$ cat src/rtl/cbb_stream_pkg.sv
// Shared stream definitions: beat payload type and bwdpipe limits.
`ifndef CBB_STREAM_BEAT_T
`define CBB_STREAM_BEAT_T(W) struct packed { logic valid; logic [(W)-1:0] data; }
`endif

package cbb_stream_pkg;

  localparam int unsigned BWDPIPE_MAX_STAGES = 8;

endpackage

$ cat src/rtl/bwdpipe_stage.sv
// One ready-path skid stage: s_ready comes straight from a flop, a beat that
// arrives while downstream stalls is parked in the skid register.
module bwdpipe_stage
  import cbb_stream_pkg::*;
#(
  parameter int unsigned DWIDTH = 32
) (
  input  logic              clk,
  input  logic              rst,
  input  logic              s_valid,
  input  logic [DWIDTH-1:0] s_data,
  output logic              s_ready,
  output logic              m_valid_c,
  output logic [DWIDTH-1:0] m_data_c,
  input  logic              m_ready,
  output logic              skid_vld_nxt_c
);

  logic              skid_vld_q, skid_vld_d;
  logic              rdy_q, rdy_d;
  logic [DWIDTH-1:0] skid_data_q, skid_data_d;
  logic              capture;

  // Pass-through is gated by rdy_q so a beat offered while the stage is still
  // coming out of reset cannot reach downstream without being accepted here.
  always_comb begin
    capture     = s_valid & rdy_q & ~m_ready & ~skid_vld_q;
    skid_vld_d  = skid_vld_q ? ~m_ready : capture;
    rdy_d       = ~skid_vld_d;
    skid_data_d = capture ? s_data : skid_data_q;
    m_valid_c   = skid_vld_q | (s_valid & rdy_q);
    m_data_c    = skid_vld_q ? skid_data_q : s_data;
  end

  always_ff @(posedge clk) begin
    if (rst) begin
      skid_vld_q <= 1'b0;
      rdy_q      <= 1'b0;
    end else begin
      skid_vld_q <= skid_vld_d;
      rdy_q      <= rdy_d;
    end
  end

  // Payload holds no reset; it is only meaningful while skid_vld_q is set.
  always_ff @(posedge clk) begin
    skid_data_q <= skid_data_d;
  end

  assign s_ready        = rdy_q;
  assign skid_vld_nxt_c = skid_vld_d;

endmodule

$ cat src/rtl/bwdpipe.sv
// Backward pipeline: STAGES chained skid stages that register the ready path,
// plus a registered count of occupied skid registers.
module bwdpipe
  import cbb_stream_pkg::*;
#(
  parameter  int unsigned DWIDTH = 32,
  parameter  int unsigned STAGES = 1,
  localparam int unsigned CNTW   = $clog2(STAGES + 1)
) (
  input  logic              clk,
  input  logic              rst,
  input  logic              s_valid,
  input  logic [DWIDTH-1:0] s_data,
  output logic              s_ready,
  output logic              m_valid,
  output logic [DWIDTH-1:0] m_data,
  input  logic              m_ready,
  output logic [CNTW-1:0]   occupancy
);

  typedef `CBB_STREAM_BEAT_T(DWIDTH) stream_beat_t;

  if (STAGES < 1 || STAGES > BWDPIPE_MAX_STAGES) begin : g_bad_stages
    $error("bwdpipe: STAGES=%0d outside 1..%0d", STAGES, BWDPIPE_MAX_STAGES);
  end

  logic [STAGES-1:0] vld_nxt;
  logic [CNTW-1:0]   occupancy_q, occupancy_d;

  // Each stage owns its link signals so the combinational valid/data chain
  // never folds back onto a single shared variable.
  for (genvar i = 0; i < STAGES; i++) begin : g_stage
    stream_beat_t s_beat;
    stream_beat_t m_beat;
    logic         s_rdy;
    logic         m_rdy;

    if (i == 0) begin : g_head
      assign s_beat = '{valid: s_valid, data: s_data};
    end else begin : g_link
      assign s_beat = g_stage[i-1].m_beat;
    end

    if (i == STAGES - 1) begin : g_tail
      assign m_rdy = m_ready;
    end else begin : g_mid
      assign m_rdy = g_stage[i+1].s_rdy;
    end

    bwdpipe_stage #(
      .DWIDTH(DWIDTH)
    ) u_stage (
      .clk           (clk),
      .rst           (rst),
      .s_valid       (s_beat.valid),
      .s_data        (s_beat.data),
      .s_ready       (s_rdy),
      .m_valid_c     (m_beat.valid),
      .m_data_c      (m_beat.data),
      .m_ready       (m_rdy),
      .skid_vld_nxt_c(vld_nxt[i])
    );
  end

  assign s_ready = g_stage[0].s_rdy;
  assign m_valid = g_stage[STAGES-1].m_beat.valid;
  assign m_data  = g_stage[STAGES-1].m_beat.data;

  // Occupancy tracks the skid flags as they will be after this edge.
  always_comb begin
    occupancy_d = '0;
    for (int unsigned k = 0; k < STAGES; k++) begin
      occupancy_d = occupancy_d + CNTW'(vld_nxt[k]);
    end
  end

  always_ff @(posedge clk) begin
    if (rst) begin
      occupancy_q <= '0;
    end else begin
      occupancy_q <= occupancy_d;
    end
  end

  assign occupancy = occupancy_q;

endmodule
$ cat config.mk
export PLATFORM = sky130hd
export DESIGN_NAME = bwdpipe
export DESIGN_NICKNAME = d
export VERILOG_FILES = /design/src/rtl/cbb_stream_pkg.sv /design/src/rtl/bwdpipe_stage.sv /design/src/rtl/bwdpipe.sv
export SDC_FILE = /design/constraint.sdc
export NUM_CORES = 1
export LEC_CHECK = 0
export CORE_ASPECT_RATIO = 0.7
export CORE_MARGIN = 2
export CORE_UTILIZATION = 37
export DETAILED_ROUTE_END_ITERATION = 10
export HOLD_SLACK_MARGIN = 0.1
export PLACE_DENSITY = 0.86
export REMOVE_ABC_BUFFERS = 1
export SLEW_MARGIN = 20
export SYNTH_ARGS = -nofsm -noshare
export SYNTH_HDL_FRONTEND = slang
export SYNTH_HIERARCHICAL = 1
export SYNTH_SLANG_ARGS = --single-unit
$ cat constraint.sdc
create_clock -name clk -period 3.1 [get_ports clk]
set_input_delay 0.62 -clock clk [delete_from_list [all_inputs] [get_ports clk]]
set_output_delay 0.62 -clock clk [all_outputs]
set_load 0.02 [all_outputs]
==> impl_metrics.json, run 1 <==
{
  "finalSetupViolCount": 0,
  "cts_tree": "built",
  "clock_sinks": 35,
  "netlist_area_um2": 1610,
  "hold_path.class": "register to register",
  "gp_congestion": 0.834,
  "status": "finished, final reports clean",
  "routedWlPerCell_um": 15.0,
  "finalWirelength_um": 3170,
  "grt-ovfl-total": 0,
  "crit_family": "buffers and inverters",
  "p_per_area_nw_per_um2": 497,
  "drt_iter0_drc": 23,
  "p_leak_uw": 0.000913,
  "rows": 20,
  "postCtsResizedCells": 0,
  "stdcell_count": 212,
  "timing.final.crit_period_ns": 2.54,
  "viasPerCell": 4.56,
  "io_pins": 71,
  "startpoint_type": "register",
  "critPathMaxStageDelay_ns": 0.55,
  "clockBufferDepth": 2,
  "grt_pass1_wl_um": 5040,
  "end_kind": "output pin",
  "seqPwrFrac_pct": 43.6,
  "worst-path-buf-inv": 2,
  "synthAdderAreaFrac_pct": 0,
  "cts-root-buf": "clkbuf_8",
  "avgSynthCellArea_um2": 20.1,
  "die_w_um": 82.8,
  "cts_hold_buf": 0,
  "worst-path-max-fanout": 20,
  "fillers": 337,
  "synth_top_family_by_area": "multiplexers",
  "route.met3.wl_um": 213,
  "p_sw_uw": 247,
  "grt_max_degree": 33,
  "path_class": "register to output pin",
  "top_layer": "met4",
  "die-area_um2": 4900,
  "place_inst": 204,
  "synthMuxAreaShare_pct": 29.2,
  "finalCritPeriodShare_pct": 82.0,
  "maxSlewHeadroom_pct": 73.3,
  "synth-simple-area-share_pct": 1.94,
  "fin_area_um2": 2470,
  "wl_met1_um": 1410,
  "die_y_um": 59.2,
  "fin_skew_ns": 0.00513,
  "drive_gt1_share_pct": 29.3,
  "antenna_left": 0,
  "core_region_area_um2": 4250,
  "hpwl_um": 2410,
  "rsz0062_at_grt": "no",
  "num_vias": 967,
  "clock.fmax_ghz": 0.393,
  "tns_ns": 0,
  "final_nets": 192,
  "internal_power_uw": 984,
  "synth_xor_area_share_pct": 0,
  "critPathRequiredTime_ns": 2.48,
  "cpMaxStageDelayCell": "clkdlybuf4s50_1",
  "cts_htree_levels": 2,
  "synth_compound_area_share_pct": 0.855,
  "arrival_ns": 1.92,
  "antenna_found_initial": 0,
  "ir_worst_vdd_mv": 0.342,
  "postCtsSetupBuffers": 0,
  "io_buffers": 70,
  "track_usage_pct": 13.6,
  "path_cells": "buf_4, mux2_2, clkdlybuf4s50_1",
  "max_slew.worst_pin.slew_ns": 0.401,
  "drt-pass1-iter-count": 3,
  "n_antenna_cell": 0,
  "drv_cap": 0,
  "drc": 0,
  "place_area_um2": 2340,
  "slew_viol_final": 0,
  "pwr-share-comb_pct": 17.8,
  "cts_buffers": 5,
  "hold_viol": 0,
  "met2_length_um": 1500,
  "clockPowerShare_pct": 38.7,
  "clk_pin_slew_ns": 0.06,
  "ys_seq_area_share_pct": 63.5,
  "synthDistinctLibCells": 14,
  "synth_cells": 80,
  "start_util_pct": 37.8,
  "yosysWarningCount": 6,
  "ys_ff_latch": 35,
  "clk_latency_ns": 0.28,
  "first_global_vias": 1037,
  "area_delta_synth_final_pct": 53.7,
  "swShare_pct": 20.1
}
## stage by stage
stage               worst slack, ns  power (uW)  utilization (%)  hold WS (ns)
CTS                           0.526        1250             58.1         0.595
finish                        0.558        1230             58.1         0.593
global route                  0.460        1280             58.1         0.626
floorplan                    -0.654         649                -         0.644
detailed placement            0.593         767             55.0         0.582
global placement              0.615         760             55.0         0.552
## power by group through the flow
stage               sequential [uW]  combinational, uW  clock (uW)
global route                    537                230         508
finish                          536                219         476
floorplan                       553               95.8           0
global placement                546                215           0
detailed placement              547                221           0
CTS                             536                222         494
## synth_stat cells
library cell	number	area share [%]
nor2_1	1	0.23
dfxtp_1	3	3.7
nand2_1	1	0.23
buf_6	1	0.70
inv_1	2	0.47
edfxtp_1	32	60
buf_8	1	0.93
mux2_2	3	2.1
a21oi_1	1	0.31
nor2b_4	1	0.86
mux2_4	29	27
a21oi_2	1	0.54
nor3_1	2	0.62
buf_12	2	2.5
## logic make-up after synthesis
family          after synthesis
buf+inv                       6
compound gates                2
flops                        35
simple gates                  5
mux                          32
## sequential cells by signal, summed over array words and instances (netlist names)
name / cells
g_stage.u_stage/skid_data_q: 32
g_stage.u_stage/s_ready: 1
g_stage.u_stage/skid_vld_q: 1
occupancy: 1
## per-layer routing
| metal | up-vias | track usage, % |
|---|---|---|
| met4 | 0 | 6.32 |
| met1 | 461 | 15.4 |
| met5 | - | 0 |
| met2 | 45 | 23.6 |
| met3 | 5 | 4.74 |
| li1 | 456 | - |
## tightest hold or removal path, cell delays in order, from the launching register on
cell,delay (ns)
dfxtp_2,0.37
a21oi_2,0.06
nor3_1,0.12
## worst paths after layout
| path | start | end | slack, ns | cells past startpoint |
|---|---|---|---|---|
| worst max-delay path | g_stage[0].u_stage/skid_vld_q | m_data[31] | 0.56 | 3 |
| worst min-delay path | g_stage[0].u_stage/skid_vld_q | g_stage[0].u_stage/skid_vld_q | 0.59 | 2 |
| worst max register to register | g_stage[0].u_stage/s_ready | g_stage[0].u_stage/skid_data_q[26] | 1.81 | 3 |
| worst min register to register | g_stage[0].u_stage/skid_vld_q | g_stage[0].u_stage/skid_vld_q | 0.59 | 2 |
## layout by cell type, fill, tap and decap left out
cell             instances
inv_1                    2
buf_4                    3
nor2b_4                  1
nor2_1                   1
a21oi_2                  1
nand2_1                  1
clkbuf_1                 1
nor3_1                   1
dfxtp_1                  2
mux2_2                   3
nor3_2                   1
a21oi_1                  1
edfxtp_1                32
clkbuf_8                 5
clkdlybuf4s50_1         70
dfxtp_2                  1
mux2_4                  29
bufinv_16                2
## layout make-up
class | instances | area [um^2] | area share [%]
clock buffer | 6 | 72.6 | 2.93
inverter | 2 | 7.51 | 0.303
clock inverter | 2 | 60.1 | 2.43
tap | 55 | 68.8 | 2.78
sequential | 35 | 1020 | 41.3
multi-input combinational | 39 | 519 | 21.0
timing repair buffer | 73 | 723 | 29.2
(Power assumes the default switching activity.)
==> inputs of run 2 (changes only) <==
--- a/config.mk
+++ b/config.mk
@@ -7,10 +7,10 @@
 export LEC_CHECK = 0
 export CORE_ASPECT_RATIO = 0.7
 export CORE_MARGIN = 2
-export CORE_UTILIZATION = 37
+export CORE_UTILIZATION = 41
 export DETAILED_ROUTE_END_ITERATION = 10
 export HOLD_SLACK_MARGIN = 0.1
-export PLACE_DENSITY = 0.86
+export PLACE_DENSITY = 0.9
 export REMOVE_ABC_BUFFERS = 1
 export SLEW_MARGIN = 20
 export SYNTH_ARGS = -nofsm -noshare
==> constraint.sdc (replaced) <==
create_clock -name clk -period 2.6 [get_ports clk]
set_input_delay 0.52 -clock clk [delete_from_list [all_inputs] [get_ports clk]]
set_output_delay 0.52 -clock clk [all_outputs]
set_load 0.02 [all_outputs]
==> impl_metrics.json, run 2 (synthesis gave the netlist of run 1 again) <==
{
  "io_buffers": 70,
  "grt_pass1_wl_um": 4950,
  "reg2reg_from": "g_stage[0].u_stage/skid_vld_q",
  "drive_gt1_share_pct": 29.3,
  "start_util_pct": 41.8,
  "drt-pass1-iter-count": 3,
  "tns_ns": 0,
  "fillers": 303,
  "status": "finished, final reports clean",
  "finish.utilization_pct": 64.5,
  "die-area_um2": 4450,
  "io_pins": 71,
  "holdWs_ns": 0.624,
  "path_cells": "buf_4, mux2_4, clkdlybuf4s50_1",
  "gp_congestion": 0.693,
  "routedWlPerCell_um": 15.4,
  "r2r_slack_ns": 1.08,
  "hold_path.class": "register to register",
  "die_w_um": 78.9,
  "post-route-worst-setup-slack_ns": 0.155,
  "end_kind": "output pin",
  "p_sw_uw": 297,
  "grt_max_degree": 33,
  "timing.final.crit_period_ns": 2.44,
  "final_nets": 192,
  "clockPowerShare_pct": 38.7,
  "ir_worst_vdd_mv": 0.395,
  "rsz0062_at_grt": "no",
  "largest_reg_flops": 32,
  "cpMaxStageDelayCell": "clkdlybuf4s50_1",
  "hold_viol": 0,
  "finalCritPeriodShare_pct": 94.0,
  "worst-path-max-fanout": 10,
  "clock.fmax_ghz": 0.409,
  "p_per_area_nw_per_um2": 593,
  "worst-path-buf-inv": 2,
  "max_slew.worst_pin.slew_ns": 0.406,
  "cts_tree": "built",
  "critPathMaxStageDelay_ns": 0.54,
  "seqPwrFrac_pct": 43.6,
  "r2r_cells": 3,
  "layout_common_cells": "clkdlybuf4s50_1 (70), edfxtp_1 (32), mux2_4 (29)",
  "core_region_area_um2": 3850,
  "fin_skew_ns": 0.00765,
  "rows": 19,
  "clk_latency_ns": 0.28,
  "finalSetupViolCount": 0,
  "slew_viol_final": 0,
  "cts_hold_buf": 0,
  "clockBufferDepth": 2,
  "largest_register": "g_stage.u_stage/skid_data_q",
  "postCtsResizedCells": 0,
  "pwr-share-comb_pct": 17.8,
  "cp_num_cells": 3,
  "clock_sinks": 35,
  "place_ws_ns": 0.287,
  "maxSlewHeadroom_pct": 73.0,
  "crit_start": "g_stage[0].u_stage/skid_vld_q",
  "die_y_um": 56.4,
  "area_delta_synth_final_pct": 54.3,
  "rr_endpoint": "g_stage[0].u_stage/skid_data_q[1]",
  "p_leak_uw": 0.000916,
  "cts_htree_levels": 2,
  "hpwl_um": 2420,
  "antenna_found_initial": 0,
  "finalWirelength_um": 3230,
  "path_class": "register to output pin",
  "startpoint_type": "register",
  "place_area_um2": 2350,
  "antenna_left": 0,
  "fin_area_um2": 2480,
  "drv_cap": 0,
  "num_vias": 980,
  "internal_power_uw": 1170,
  "arrival_ns": 1.92,
  "drt_iter0_drc": 90,
  "cts_buffers": 5,
  "critPathRequiredTime_ns": 2.08,
  "track_usage_pct": 15.0,
  "postCtsSetupBuffers": 0,
  "crit_family": "buffers and inverters",
  "grt-ovfl-total": 0,
  "swShare_pct": 20.2,
  "layout_commonest_cell": "clkdlybuf4s50_1",
  "clk_pin_slew_ns": 0.07,
  "hold_depth": 2,
  "endpoint": "m_data[18]",
  "drc": 0,
  "cts-root-buf": "clkbuf_8",
  "first_global_vias": 975,
  "n_antenna_cell": 0,
  "viasPerCell": 4.69
}
## run 2: cell count changes in the layout (fill, tap and decap cells not counted)
cell and delta:
buf_12 +1, buf_4 -1
## run 2: area by class of cell
type,instances,area [um^2],share of cell area [%]
Sequential cell,35,1020,41.2
Timing Repair Buffer,73,736,29.6
Multi-Input combinational cell,39,519,20.9
Clock buffer,6,72.6,2.92
Tap cell,52,65.1,2.62
Clock inverter,2,60.1,2.42
Inverter,2,7.51,0.302
## run 2: per-layer routing
layer / vias to the layer above / global-route usage, % / part of all wire, %
met2: 44 / 25.2 / 49
met4: 0 / 5.91 / 1.3
met5: - / 0 / 0
met3: 5 / 4.98 / 8.1
li1: 457 / - / -
met1: 474 / 17.9 / 41
## run 2: worst min-delay path by stage
| stage | endpoint | slack, ns | start |
|---|---|---|---|
| 2_1_floorplan | occupancy | 0.58 | rst |
| 3_3_place_gp | g_stage[0].u_stage/skid_vld_q | 0.57 | g_stage[0].u_stage/s_ready |
| 3_5_place_dp | g_stage[0].u_stage/skid_vld_q | 0.60 | g_stage[0].u_stage/s_ready |
| 4_1_cts | g_stage[0].u_stage/skid_vld_q | 0.63 | g_stage[0].u_stage/s_ready |
| 5_1_grt | g_stage[0].u_stage/skid_vld_q | 0.67 | g_stage[0].u_stage/s_ready |
| 6_report | g_stage[0].u_stage/skid_vld_q | 0.62 | g_stage[0].u_stage/s_ready |
## run 2: power by group through the flow
stage | clock network [uW] | registers [uW] | logic [uW]
CTS | 582 | 641 | 264
global route | 615 | 642 | 273
global placement | 0 | 652 | 257
floorplan | 0 | 660 | 114
detailed placement | 0 | 654 | 264
finish | 569 | 641 | 261
## run 2: stage by stage
step	power (uW)	instances
detailed placement	917	201
global placement	909	201
floorplan	774	76
global route	1530	209
finish	1470	209
CTS	1490	209
## run 2: worst reg2reg max path: cells and delay by family (launching register included)
family | cells | cell delay, ns
flops | 1 | 0.41
buf+inv | 2 | 0.59
simple gates | 1 | 0.17
==> inputs of run 3 (changes only) <==
--- a/config.mk
+++ b/config.mk
@@ -5,6 +5,7 @@
 export SDC_FILE = /design/constraint.sdc
 export NUM_CORES = 1
 export LEC_CHECK = 0
+export CAP_MARGIN = 20
 export CORE_ASPECT_RATIO = 0.7
 export CORE_MARGIN = 2
 export CORE_UTILIZATION = 41
==> constraint.sdc (replaced) <==
create_clock -name clk -period 2.78 [get_ports clk]
set_input_delay 0.556 -clock clk [delete_from_list [all_inputs] [get_ports clk]]
set_output_delay 0.556 -clock clk [all_outputs]
set_load 0.02 [all_outputs]
==> impl_metrics.json, run 3 (synthesis gave the netlist of run 1 again) <==
{
  "fin_area_um2": 2440,
  "drc": 0,
  "first_global_vias": 1001,
  "end_kind": "output pin",
  "postCtsSetupBuffers": 0,
  "clock_sinks": 35,
  "area_delta_synth_final_pct": 51.6,
  "maxSlewHeadroom_pct": 72.9,
  "die-area_um2": 4450,
  "slew_viol_final": 0,
  "cts-root-buf": "clkbuf_8",
  "p_leak_uw": 0.000891,
  "largest_register": "g_stage.u_stage/skid_data_q",
  "grt-ovfl-total": 0,
  "arrival_ns": 1.94,
  "r2r_slack_ns": 1.27,
  "cts_htree_levels": 2,
  "status": "finished, final reports clean",
  "postCtsResizedCells": 0,
  "cts_buffers": 5,
  "clock.fmax_ghz": 0.400,
  "worst-path-max-fanout": 11,
  "drv_cap": 0,
  "cts_hold_buf": 0,
  "grt_use_met3_pct": 5.14,
  "hpwl_um": 2420,
  "die_w_um": 78.9,
  "busiest_layer": "met2",
  "finalCritPeriodShare_pct": 90.0,
  "internal_power_uw": 914,
  "rows": 19,
  "die_y_um": 56.4,
  "drive_gt1_share_pct": 29.9,
  "p_sw_uw": 283,
  "drt-pass1-iter-count": 4,
  "ir_worst_vdd_mv": 0.275,
  "grt_max_degree": 33,
  "place_inst": 201,
  "io_pins": 71,
  "timing.final.crit_period_ns": 2.50,
  "num_vias": 968,
  "fin_skew_ns": 0.00512,
  "hold_viol": 0,
  "grt_pass1_wl_um": 4880,
  "final_nets": 192,
  "layout_common_cells": "clkdlybuf4s50_1 (70), edfxtp_1 (32), mux2_4 (29)",
  "gp_congestion": 0.692,
  "clk_latency_ns": 0.28,
  "antenna_found_initial": 0,
  "place_area_um2": 2350,
  "max_slew.worst_pin.slew_ns": 0.406,
  "pwr-share-comb_pct": 20.5,
  "antenna_left": 0,
  "total_power_uw": 1200,
  "rsz0062_at_grt": "no",
  "clockPowerShare_pct": 29.4,
  "finalSetupViolCount": 0,
  "clk_pin_slew_ns": 0.06,
  "viasPerCell": 4.63,
  "core_region_area_um2": 3850,
  "n_antenna_cell": 0,
  "met1_usage_pct": 17.8,
  "routedWlPerCell_um": 15.3,
  "track_usage_pct": 14.9,
  "swShare_pct": 23.6,
  "p_per_area_nw_per_um2": 491,
  "startpoint_type": "register",
  "largest_reg_flops": 32,
  "finalWirelength_um": 3190,
  "cts_tree": "built",
  "seqPwrFrac_pct": 50.1,
  "clockBufferDepth": 2,
  "met2_usage_pct": 24.1,
  "path_class": "register to output pin",
  "drt_iter0_drc": 54,
  "tns_ns": 0,
  "hold_path.class": "register to register",
  "finish.utilization_pct": 63.3,
  "start_util_pct": 41.8,
  "io_buffers": 70,
  "stdcell_count": 209,
  "critPathRequiredTime_ns": 2.22,
  "layout_commonest_cell": "clkdlybuf4s50_1"
}
==> run 3: cell types whose count changed in the layout (fill, tap and decap cells not counted) <==
cell	previous run	this run
clkinv_2	0	1
bufinv_16	2	0
clkbuf_1	1	0
clkinvlp_4	0	2
==> run 3: area by class of cell <==
| class | instances | area, um^2 |
|---|---|---|
| sequential | 35 | 1020 |
| clock buffer | 5 | 68.8 |
| multi-input combinational | 39 | 519 |
| timing repair buffer | 73 | 736 |
| clock inverter | 3 | 20.0 |
| inverter | 2 | 7.51 |
| tap | 52 | 65.1 |
| fill | 299 | 1410 |
==> run 3: final timing paths <==
kind	end	cells past startpoint	from
worst max-delay path	m_data[30]	3	g_stage[0].u_stage/skid_vld_q
worst min-delay path	g_stage[0].u_stage/skid_vld_q	2	g_stage[0].u_stage/s_ready
worst max register to register	g_stage[0].u_stage/skid_data_q[2]	3	g_stage[0].u_stage/skid_vld_q
worst min register to register	g_stage[0].u_stage/skid_vld_q	2	g_stage[0].u_stage/s_ready
==> run 3: per-stage QoR <==
| stage | worst slack, ns | hold slack (ns) |
|---|---|---|
| global route | 0.212 | 0.667 |
| floorplan | -0.974 | 0.620 |
| CTS | 0.264 | 0.618 |
| global placement | 0.420 | 0.571 |
| finish | 0.279 | 0.611 |
| detailed placement | 0.393 | 0.605 |
==> run 3: worst max-delay path: stages, from the launching register on <==
cell and delay, ns:
dfxtp_2 0.48, buf_4 0.28, mux2_2 0.35, clkdlybuf4s50_1 0.54
==> run 3: power by group through the flow <==
stage	sequential, uW	clock, uW	combinational (uW)
2_1_floorplan	617	0	107
3_3_place_gp	610	0	240
3_5_place_dp	611	0	247
4_1_cts	599	370	248
5_1_grt	601	392	257
6_report	599	352	245
==> run 3: metal layers <==
metal,part of all wire [%],routed length (um)
met1,43,1360
met2,49,1560
met3,7.3,234
met4,1.3,42
met5,0,0
